===== src/rtl/branch_ckpt_ctrl_if.sv =====
// rtl/branch_ckpt_ctrl_if.sv - dispatcher/branch-unit/regfile handshake bundle for the branch checkpoint controller
//
// Signals (direction as seen by the controller, i.e. the slave modport):
//   brIssue       in   dispatcher requests a checkpoint for a branch this cycle
//   brResolveEn   in   branch unit reports a resolution this cycle
//   brMispredict  in   qualifies brResolveEn: 1 = mispredicted, 0 = correct
//   brResolveId   in   checkpoint slot of the branch being resolved
//   brIssueAck    out  allocation granted this cycle
//   brIssueId     out  slot assigned to the granted branch
//   branchDeeper  out  regfile: advance the checkpoint tail
//   bFreeEn       out  regfile: retire the oldest checkpoint
//   misTaken      out  regfile and ROB: roll back to head
//   brStall       out  dispatcher must not issue branches
//   brCurMask     out  thermometer mask of outstanding branches
//   brErr         out  sticky protocol-violation flag
interface branch_ckpt_ctrl_if;
  logic       brIssue;
  logic       brResolveEn;
  logic       brMispredict;
  logic [1:0] brResolveId;
  logic       brIssueAck;
  logic [1:0] brIssueId;
  logic       branchDeeper;
  logic       bFreeEn;
  logic       misTaken;
  logic       brStall;
  logic [2:0] brCurMask;
  logic       brErr;

  modport master (
    output brIssue, brResolveEn, brMispredict, brResolveId,
    input  brIssueAck, brIssueId, branchDeeper, bFreeEn, misTaken,
           brStall, brCurMask, brErr
  );

  modport slave (
    input  brIssue, brResolveEn, brMispredict, brResolveId,
    output brIssueAck, brIssueId, branchDeeper, bFreeEn, misTaken,
           brStall, brCurMask, brErr
  );
endinterface


===== src/rtl/branch_ckpt_ctrl.sv =====
// rtl/branch_ckpt_ctrl.sv - allocation, retirement and rollback control for the regfile branch checkpoint ring
//
// Ports:
//   clk  in     system clock, all state updates on the rising edge
//   rst  in     synchronous active-high reset
//   bif  slave  branch_ckpt_ctrl_if bundle (issue request/ack, resolve,
//               regfile checkpoint controls, stall, mask, sticky error)
//
// The ring has four slots. head names the last retired checkpoint (the
// architectural rollback point); tail names the newest allocated one. The
// oldest outstanding branch therefore lives in slot head+1, and a new branch
// is given slot tail+1. MAXBR outstanding branches leave one slot spare so
// head never collides with an allocated checkpoint.
module branch_ckpt_ctrl #(
  parameter int MAXBR = 3
) (
  input  logic                clk,
  input  logic                rst,
  branch_ckpt_ctrl_if.slave   bif
);

  if (MAXBR < 1 || MAXBR > 3) begin : g_bad_maxbr
    $error("branch_ckpt_ctrl: MAXBR must be in 1..3");
  end

  localparam logic [0:0] RUN   = 1'b0;
  localparam logic [0:0] FLUSH = 1'b1;

  localparam logic [1:0] MAXCNT = 2'(MAXBR);

  logic [0:0] state;
  logic [1:0] head;
  logic [1:0] tail;
  logic [1:0] count;
  logic       err_q;

  logic [1:0] nxt_head;
  logic [1:0] nxt_tail;
  logic       resolve_run;
  logic       resolve_ok;
  logic       mis_taken;
  logic       free_en;
  logic       stall;
  logic       issue_go;
  logic       proto_err;
  logic [2:0] cur_mask;

  assign nxt_head = head + 2'd1;
  assign nxt_tail = tail + 2'd1;

  // Resolves only count while running; the FLUSH cycle swallows any late
  // resolve from the squashed path without flagging it.
  assign resolve_run = bif.brResolveEn & (state == RUN);
  assign resolve_ok  = resolve_run & (count != 2'd0) & (bif.brResolveId == nxt_head);
  assign proto_err   = resolve_run & ~resolve_ok;

  assign mis_taken = resolve_ok & bif.brMispredict;
  assign free_en   = resolve_ok & ~bif.brMispredict;

  // A retirement in the same cycle opens the slot the issue needs.
  assign stall    = ((count == MAXCNT) & ~free_en) | (state == FLUSH);
  assign issue_go = bif.brIssue & ~stall & ~mis_taken;

  always_comb begin
    cur_mask = 3'b000;
    case (count)
      2'd0:    cur_mask = 3'b000;
      2'd1:    cur_mask = 3'b001;
      2'd2:    cur_mask = 3'b011;
      default: cur_mask = 3'b111;
    endcase
  end

  assign bif.misTaken     = mis_taken;
  assign bif.bFreeEn      = free_en;
  assign bif.brStall      = stall;
  assign bif.brIssueAck   = issue_go;
  assign bif.branchDeeper = issue_go;
  assign bif.brIssueId    = nxt_tail;
  assign bif.brCurMask    = cur_mask;
  assign bif.brErr        = err_q;

  always_ff @(posedge clk) begin
    if (rst) begin
      state <= RUN;
      head  <= 2'd0;
      tail  <= 2'd0;
      count <= 2'd0;
      err_q <= 1'b0;
    end else begin
      if (proto_err) begin
        err_q <= 1'b1;
      end

      if (mis_taken) begin
        // Discard every younger checkpoint; head stays as the restore point.
        tail  <= head;
        count <= 2'd0;
        state <= FLUSH;
      end else begin
        state <= RUN;
        if (issue_go) begin
          tail <= nxt_tail;
        end
        if (free_en) begin
          head <= nxt_head;
        end
        case ({issue_go, free_en})
          2'b10:   count <= count + 2'd1;
          2'b01:   count <= count - 2'd1;
          default: count <= count;
        endcase
      end
    end
  end

endmodule


===== src/flat_wrapper.sv =====
// flat-port wrapper written by rule: the top's interface ports become plain ports
module branch_ckpt_ctrl_flat 
#(
  parameter int MAXBR = 3
)
  (clk, rst, bif_brIssue, bif_brResolveEn, bif_brMispredict, bif_brResolveId, bif_brIssueAck, bif_brIssueId, bif_branchDeeper, bif_bFreeEn, bif_misTaken, bif_brStall, bif_brCurMask, bif_brErr);
  branch_ckpt_ctrl_if bif_i ();
  input  logic clk;
  input  logic rst;
  input wire logic [$bits(bif_i.brIssue)-1:0] bif_brIssue;
  input wire logic [$bits(bif_i.brResolveEn)-1:0] bif_brResolveEn;
  input wire logic [$bits(bif_i.brMispredict)-1:0] bif_brMispredict;
  input wire logic [$bits(bif_i.brResolveId)-1:0] bif_brResolveId;
  output wire logic [$bits(bif_i.brIssueAck)-1:0] bif_brIssueAck;
  output wire logic [$bits(bif_i.brIssueId)-1:0] bif_brIssueId;
  output wire logic [$bits(bif_i.branchDeeper)-1:0] bif_branchDeeper;
  output wire logic [$bits(bif_i.bFreeEn)-1:0] bif_bFreeEn;
  output wire logic [$bits(bif_i.misTaken)-1:0] bif_misTaken;
  output wire logic [$bits(bif_i.brStall)-1:0] bif_brStall;
  output wire logic [$bits(bif_i.brCurMask)-1:0] bif_brCurMask;
  output wire logic [$bits(bif_i.brErr)-1:0] bif_brErr;
  assign bif_i.brIssue = bif_brIssue;
  assign bif_i.brResolveEn = bif_brResolveEn;
  assign bif_i.brMispredict = bif_brMispredict;
  assign bif_i.brResolveId = bif_brResolveId;
  assign bif_brIssueAck = bif_i.brIssueAck;
  assign bif_brIssueId = bif_i.brIssueId;
  assign bif_branchDeeper = bif_i.branchDeeper;
  assign bif_bFreeEn = bif_i.bFreeEn;
  assign bif_misTaken = bif_i.misTaken;
  assign bif_brStall = bif_i.brStall;
  assign bif_brCurMask = bif_i.brCurMask;
  assign bif_brErr = bif_i.brErr;
  branch_ckpt_ctrl #(.MAXBR(MAXBR)) u_core (.clk(clk), .rst(rst), .bif(bif_i));
endmodule

===== config.mk =====
export PLATFORM = sky130hd
export DESIGN_NAME = branch_ckpt_ctrl_flat
export DESIGN_NICKNAME = d
export VERILOG_FILES = /design/src/rtl/branch_ckpt_ctrl_if.sv /design/src/rtl/branch_ckpt_ctrl.sv /design/src/flat_wrapper.sv
export SDC_FILE = /design/constraint.sdc
export NUM_CORES = 1
export LEC_CHECK = 0
export ABC_AREA = 1
export CORE_MARGIN = 5
export CORE_UTILIZATION = 35
export DETAILED_ROUTE_END_ITERATION = 16
export PLACE_DENSITY_LB_ADDON = 0.2
export SLEW_MARGIN = 20
export SYNTH_ARGS = -nofsm -noshare
export SYNTH_HDL_FRONTEND = slang
export SYNTH_SLANG_ARGS = --single-unit

===== constraint.sdc =====
create_clock -name clk -period 4.4 [get_ports clk]
set_input_delay 0.66 -clock clk [delete_from_list [all_inputs] [get_ports clk]]
set_output_delay 0.66 -clock clk [all_outputs]
set_load 0.03 [all_outputs]

==> run summary, run 1 <==
The cell family contributing the most delay on the critical path is buffers and inverters. Power spread over the standard cell area amounts to 276 nW/um2. The post-layout total power is 216 uW. The path category of the worst min-delay check is register to register. The maximum count of clock buffers along a single path came out at 2. The type of the setup path with the least slack is primary input to primary output. The setup TNS is 0 ns. The total half-perimeter wirelength after legalization and detailed placement is 1000 um.

The internal power consumption came out at 142 uW. The overall via count from detail_route came out at 511. In this run, post-CTS repair resized a total of 0 instances. The share of cells above drive strength 1 came out at 0.202. The number of antenna diodes in the final layout is 0. The last weighted congestion value of the routability-driven placer came out at 0.796. The depth of the worst register-to-register path is 12. At the worst endpoint, the required time is 3.74 ns. The clock period could shrink to 3.30 ns. STA classifies the critical path startpoint as a primary input. The cell area after layout is 783 um2. Across all setup checks in the final design, the least slack found is 1.10 ns. The switching share of total power is 0.344. The area of the die is 2560 um2. The launch instance of the worst register-to-register path is u_core.count[0]$_SDFFE_PP0P_. On the worst path, the slowest cell contributes a delay of 0.71 ns. The number of max-slew violations in the final report came out at 0.

The number of antenna violations at the first check in global routing came out at 0. The wire length of the first global-routing pass is 2150 um. Across the VDD grid, the largest voltage drop is 0.154 mV. The core footprint came out at 1540 um2. For the worst-skew pair, the clock arrives at the later sink with an insertion delay of 0.26 ns.

The hold violation total from the final report is 0. The via count normalized by instance count is 4.65. The number of buffers inserted during clock tree synthesis came out at 3.

The critical path crosses 10 cells after its start point. In this run, post-CTS hold repair placed 0 buffers. The synthesized area came out at 578 um2. The count of port buffers added during placement came out at 17.

Dividing the detail-routed wire length by the instance count gives 11.2 um. In this run, synthesis produced a sequential element count of 8. The number of placed cells counting well taps came out at 107. The post-CTS clock slew at the launch and capture registers of the worst setup and hold paths came out at 0.05 ns. The instance area after placement came out at 761 um2. The share of the clock period used by the worst path is 0.749.

Of the total power, registers draw 0.375. The max-capacitance violation count is 0. The post-detailed-route count of antenna-violating nets is 0. The final layout contains 108 nets.

The worst hold path passes through 2 cells. In this run, distinct cell masters in the synthesized netlist total 21. The total net switching power came out at 74.3 uW.

The number of standard cells in the final layout excluding fillers came out at 110. The relative contribution of combinational cells to total power is 0.349. The maximum number of pins on one net before global-route repair came out at 11. Setup repair after global routing left no endpoint under its margin.

Setup violations remaining at the end of the flow were counted as 0. The slew of the pin with the lowest slew margin came out at 0.320 ns. The flow ran to the end, and the final reports show no timing, DRC or antenna violations.

The number of standard-cell rows in the floorplan is 14. The final worst clock skew came out at 0.00610 ns. The worst hold path begins at u_core.bif.brErr$_SDFFE_PP0P_. The fraction of power consumed by the clock network came out at 0.276. In this run the post-CTS setup repair buffer count came out at 0.

The die is 50.6 um wide. Synthesis produced a netlist whose cell count is 75. The number of global-route vias before repair is 478.

The slowest stage of the critical path is the clkdlybuf4s50_1 cell. The share of the core filled with cells is 0.508. The y dimension of the die came out at 50.6 um. STA puts the critical path data arrival time at 2.64 ns.

The total global routing overflow is 0. The count of TritonRoute iterations in the first routing pass is 4. The sequential share of the synthesized area came out at 0.277. The worst hold slack is 0.486 ns. The number of design-rule violations left by the first detailed-router iteration came out at 2. The leakage dissipation is 0.361 nW. The clock root buffer master is clkbuf_4. The worst setup path startpoint is bif_brResolveId[0].

The achievable frequency came out at 0.303 GHz. The detailed-route DRC error count is 0. Across every metal layer, demand over resource in global routing totals 0.114. The endpoint class of the critical path is a primary output. Before CTS, the worst setup slack after placement is 1.09 ns. Pin placement for this block handled 18 I/O pins. Yosys printed 0 warnings. Walking the worst path, the cells encountered are clkdlybuf4s50_1 -> inv_1 -> nand2_2 -> nand2_2 -> nor2_4 -> nand3_4 -> nand2_4 -> nand3_4 -> nor2_1 -> clkdlybuf4s50_1. The initial standard-cell utilization of the core came out at 0.375. The headroom to the max-slew limit is 0.786. The area growth from synthesis to layout is 35.5%. The count of buffering cells on the critical path with inverters included came out at 3. Wires add up to 1230 um.

The average cell area after synthesis came out at 7.71 um2. The clock tree from TritonCTS is done. The CTS H-tree depth is 1. The biggest fanout along the worst timing path came out at 4. The number of clock sinks seen by CTS came out at 8. The total nets after synthesis came out at 87.
==> final timing paths <==
| check | to | slack, ns |
|---|---|---|
| max reg2reg | u_core.count[0]$_SDFFE_PP0P_ | 2.05 |
| max | bif_branchDeeper | 1.10 |
| min | u_core.bif.brErr$_SDFFE_PP0P_ | 0.49 |
| min reg2reg | u_core.bif.brErr$_SDFFE_PP0P_ | 0.49 |
==> layer usage <==
layer | routed length [um] | GRT usage | vias to the layer above
met1 | 554 | 0.139 | 220
met2 | 547 | 0.161 | 12
met5 | 0 | 0 | -
met3 | 79 | 0.0296 | 5
li1 | - | - | 274
met4 | 48 | 0.102 | 0
==> cell usage after synthesis (all sizes together) <==
| cell | number | share of area |
|---|---|---|
| nand2 | 18 | 0.16 |
| ha | 5 | 0.11 |
| nand3b | 1 | 0.013 |
| a31oi | 2 | 0.022 |
| dfxtp | 8 | 0.28 |
| nand3 | 7 | 0.13 |
| inv | 14 | 0.091 |
| o21ai | 4 | 0.035 |
| a21oi | 5 | 0.043 |
| buf | 1 | 0.013 |
| xor2 | 1 | 0.015 |
| or2 | 2 | 0.022 |
| nor2 | 6 | 0.052 |
| xnor2 | 1 | 0.015 |
==> placed cells by master, fill, tap and decap left out <==
cell type	instances
or2_2	2
nand2_1	12
inv_1	11
a21oi_1	5
o21ai_0	2
clkbuf_4	3
dfxtp_1	8
ha_1	5
clkdlybuf4s50_1	17
nor2_4	1
nand2_2	4
nand3_4	3
a31oi_1	2
nand3b_1	1
nand3_1	3
inv_2	3
xor2_1	1
nand2_4	2
o21ai_1	2
nand3_2	1
xnor2_1	1
nor2_1	5
==> sequential cells by signal, indices dropped and copies added (netlist names) <==
name	cells
u_core.count	2
u_core.head	2
u_core.tail	2
u_core.bif.brErr	1
u_core.state	1
==> cell type report <==
class	instances	area [um2]
Timing Repair Buffer	17	170
Inverter	14	52.6
Clock buffer	3	22.5
Sequential cell	8	160
Multi-Input combinational cell	52	358
Tap cell	16	20.0
Fill cell	161	758
==> worst reg2reg max path, cell delays in order (launching register included) <==
cell      delay (ns)
dfxtp_1         0.36
inv_1           0.09
ha_1            0.20
nand3b_1        0.19
nor2_4          0.19
nand3_4         0.11
nand2_4         0.08
nand3_4         0.07
nor2_1          0.18
inv_1           0.07
ha_1            0.31
or2_2           0.30
a21oi_1         0.11
==> cell families (layout without fill, tap and decap cells) <==
logic type | Yosys count | in the layout | share of synthesized area
AO/OA/AOI/OAI | 11 | 11 | 0.0996
XOR/XNOR | 2 | 2 | 0.0303
adder cells (fa/ha/maj) | 5 | 5 | 0.108
buffers and inverters | 15 | 34 | 0.104
flip-flops | 8 | 8 | 0.277
AND/OR/NAND/NOR | 34 | 34 | 0.381
==> power groups by stage <==
stage	Clock [mW]	Combinational (mW)	Sequential (mW)
global placement	0	0.0757	0.0826
detailed placement	0	0.0762	0.0826
global route	0.0665	0.0827	0.0817
finish	0.0596	0.0753	0.0810
CTS	0.0623	0.0766	0.0810
floorplan	0	0.0480	0.0834
No activity file was read; power rests on OpenSTA's default activity.
==> run 2: changes to the inputs <==
- clock period: 4.4 -> 3.15 ns (I/O delays scaled with it)
==> run 2 against run 1 <==
Core utilization is 0.32 points higher. Sequential power up 41%. Clock skew decreased by 0.00082 ns. Non-clock buffer count unchanged. Clock power rose by 25%. Routed wire length down 2.8%. Design area grew 0.64%. Via count up 1.4%. Highest routed layer unchanged. Largest power group unchanged.
==> run summary, run 2 (same netlist as run 1, synthesis figures left out) <==
The flow ran to the end, and the final reports show no timing, DRC or antenna violations. The post-CTS clock slew at the launch and capture registers of the worst setup and hold paths is 0.05 ns. The setup slack after layout is 0.440 ns. The via count normalized by instance count is 4.71.

The maximum number of pins on one net before global-route repair came out at 11. The slew of the pin with the lowest slew margin is 0.318 ns. The count of TritonRoute iterations in the first routing pass came out at 4. Traced cell by cell, the critical path runs through inv_1 -> ha_1 -> nand3b_1 -> nor2_4 -> nand3_4 -> inv_1 -> clkdlybuf4s50_1. The worst setup path is captured at a primary output. The maximum VDD drop came out at 0.212 mV. The number of global-route vias before repair was 487.

The I/O pin count is 18. Detailed placement ended at an HPWL of 990 um. The achievable frequency is 0.369 GHz.

For the final database, setup skew stands at 0.00528 ns. OpenSTA, run right after detailed placement, puts the worst setup slack at 0.242 ns. At the worst endpoint, the required time is 2.68 ns. The insertion delay of the later-clocked pin in the worst-skew pair is 0.25 ns. The worst hold path was traced through 2 stages. 0 antenna diodes ended up in the layout.

The area of the die came out at 2560 um2. In the layout the commonest cells are clkdlybuf4s50_1 (15), nand2_1 (12), inv_1 (11). The number of buffers and inverters on the critical path is 3. The number of max-slew violations in the final report is 0. Broken down by cell family, the worst path's largest delay share belongs to buffers and inverters. In this run the standard cell core region covers 1540 um2. The number of standard-cell rows in the floorplan is 14. The last weighted congestion value of the routability-driven placer came out at 0.805. The initial standard-cell utilization of the core came out at 0.375. The number of buffers inserted during clock tree synthesis is 3.

The depth of the worst register-to-register path is 12. The most numerous cell type found on the critical path is inv_1. The hold violation total from the final report came out at 0. Counting buffers and inverters, the worst setup path is 7 cells deep.

The total detailed-routing wirelength is 1200 um. In the final layout, the registers with the most flip-flops are u_core.count: 2 flops, u_core.head: 2 flops, u_core.tail: 2 flops. The detailed-route DRC error count came out at 0. Setup repair after global routing left no endpoint under its margin.

The worst hold slack came out at 0.474 ns. Clock tree synthesis selected as its root buffer the cell clkbuf_4. The leakage dissipation came out at 0.380 nW.

The data arrival at the endpoint of the critical path is 2.24 ns. The headroom to the max-slew limit is 0.788. The count of hold buffers inserted by post-cts repair came out at 0. Compared with the post-synthesis result, the final layout area differs by 36.4%. In this run the vertical extent of the chip is 50.6 um. The wire length of the first global-routing pass came out at 2050 um. The number of design-rule violations left by the first detailed-router iteration is 9. The cell with the largest stage delay on the worst path is clkdlybuf4s50_1. At the end of the flow, the number of nets in the layout was 108.

The overall routing resource usage came out at 0.102. Summing over every cut layer, the via total after detailed routing is 518. Max-cap violations in this run came to 0. The worst stage delay on the critical path is 0.68 ns. The number of clock sinks seen by CTS is 8. The total power density per cell area is 372 nW/um2. The die is 50.6 um wide. The path category of the worst min-delay check is register to register.

The count of port buffers added during placement is 17. Setup violations remaining at the end of the flow were counted as 0. The mean routed wirelength per cell came out at 10.9 um.

The total global routing overflow came out at 0. The number of antenna violations at the first check in global routing is 0. The setup path with the least slack is of type register to primary output. The CTS H-tree depth came out at 1. The setup TNS came out at 0 ns. The share of the clock period used by the worst path is 0.860. The post-cts repair resize count came out at 0.

The final period demand of the worst path is 2.71 ns. The maximum count of clock buffers along a single path is 2. The biggest fanout along the worst timing path is 4.

TritonCTS built the clock tree. The share of cells above drive strength 1 came out at 0.202. The library cell used most frequently in the layout, excluding fill and tap cells, is clkdlybuf4s50_1. The count of nets left with antenna violations once routing finished came out at 0. The post-CTS setup buffer count is 0. The worst setup path is launched from a register.
run 2: cell count changes in the layout (fill, tap and decap cells not counted):
cell,change
clkdlybuf4s50_1,-2
dlymetal6s2s_1,+2
run 2: worst reg2reg max path: stages, from the launching register on:
cell and delay [ns]:
dfxtp_1 0.37, inv_1 0.09, ha_1 0.21, nand3b_1 0.19
nor2_4 0.19, nand3_4 0.11, nand2_4 0.08, nand3_4 0.07
nor2_1 0.17, inv_1 0.07, ha_1 0.31, or2_2 0.31
a21oi_1 0.12
run 2: layout make-up:
type,count,area (um2)
fill,156,753
multi-input combinational,52,358
timing repair buffer,17,175
sequential,8,160
inverter,14,52.6
clock buffer,3,22.5
tap,16,20.0
run 2: power breakdown:
group / internal, mW / switching (mW) / leakage (nW)
sequential: 0.108 / 0.00569 / 0.0655
combinational: 0.0460 / 0.0594 / 0.300
clock: 0.0433 / 0.0310 / 0.0138
run 2: worst paths after layout:
path	slack [ns]	start	to
max reg2reg	0.78	u_core.count[0]$_SDFFE_PP0P_	u_core.count[0]$_SDFFE_PP0P_
max	0.44	u_core.count[0]$_SDFFE_PP0P_	bif_bFreeEn
min	0.47	u_core.bif.brErr$_SDFFE_PP0P_	u_core.bif.brErr$_SDFFE_PP0P_
min reg2reg	0.47	u_core.bif.brErr$_SDFFE_PP0P_	u_core.bif.brErr$_SDFFE_PP0P_
run 2: layer usage:
metal  wire, um  global-route usage  vias to the layer above
met2        540               0.155                       11
met4          9              0.0511                        0
met1        580               0.127                      230
met3         65              0.0355                        2
li1           -                   -                      275
met5          0                   0                        -
run 2: stage by stage:
stage | util | cell area, um2 | std cells | total power, mW
4_1_cts | 0.508 | 783 | 110 | 0.300
3_5_place_dp | 0.494 | 761 | 107 | 0.222
6_report | 0.511 | 788 | 110 | 0.294
5_1_grt | 0.511 | 788 | 110 | 0.316
2_1_floorplan | - | 578 | 75 | 0.183
3_3_place_gp | 0.494 | 761 | 107 | 0.222
==> run 3: changes to the inputs <==
- SLEW_MARGIN: 20 -> unset
==> results of run 3 <==
No change in the layout: final DEF, timing and power equal those of run 2.
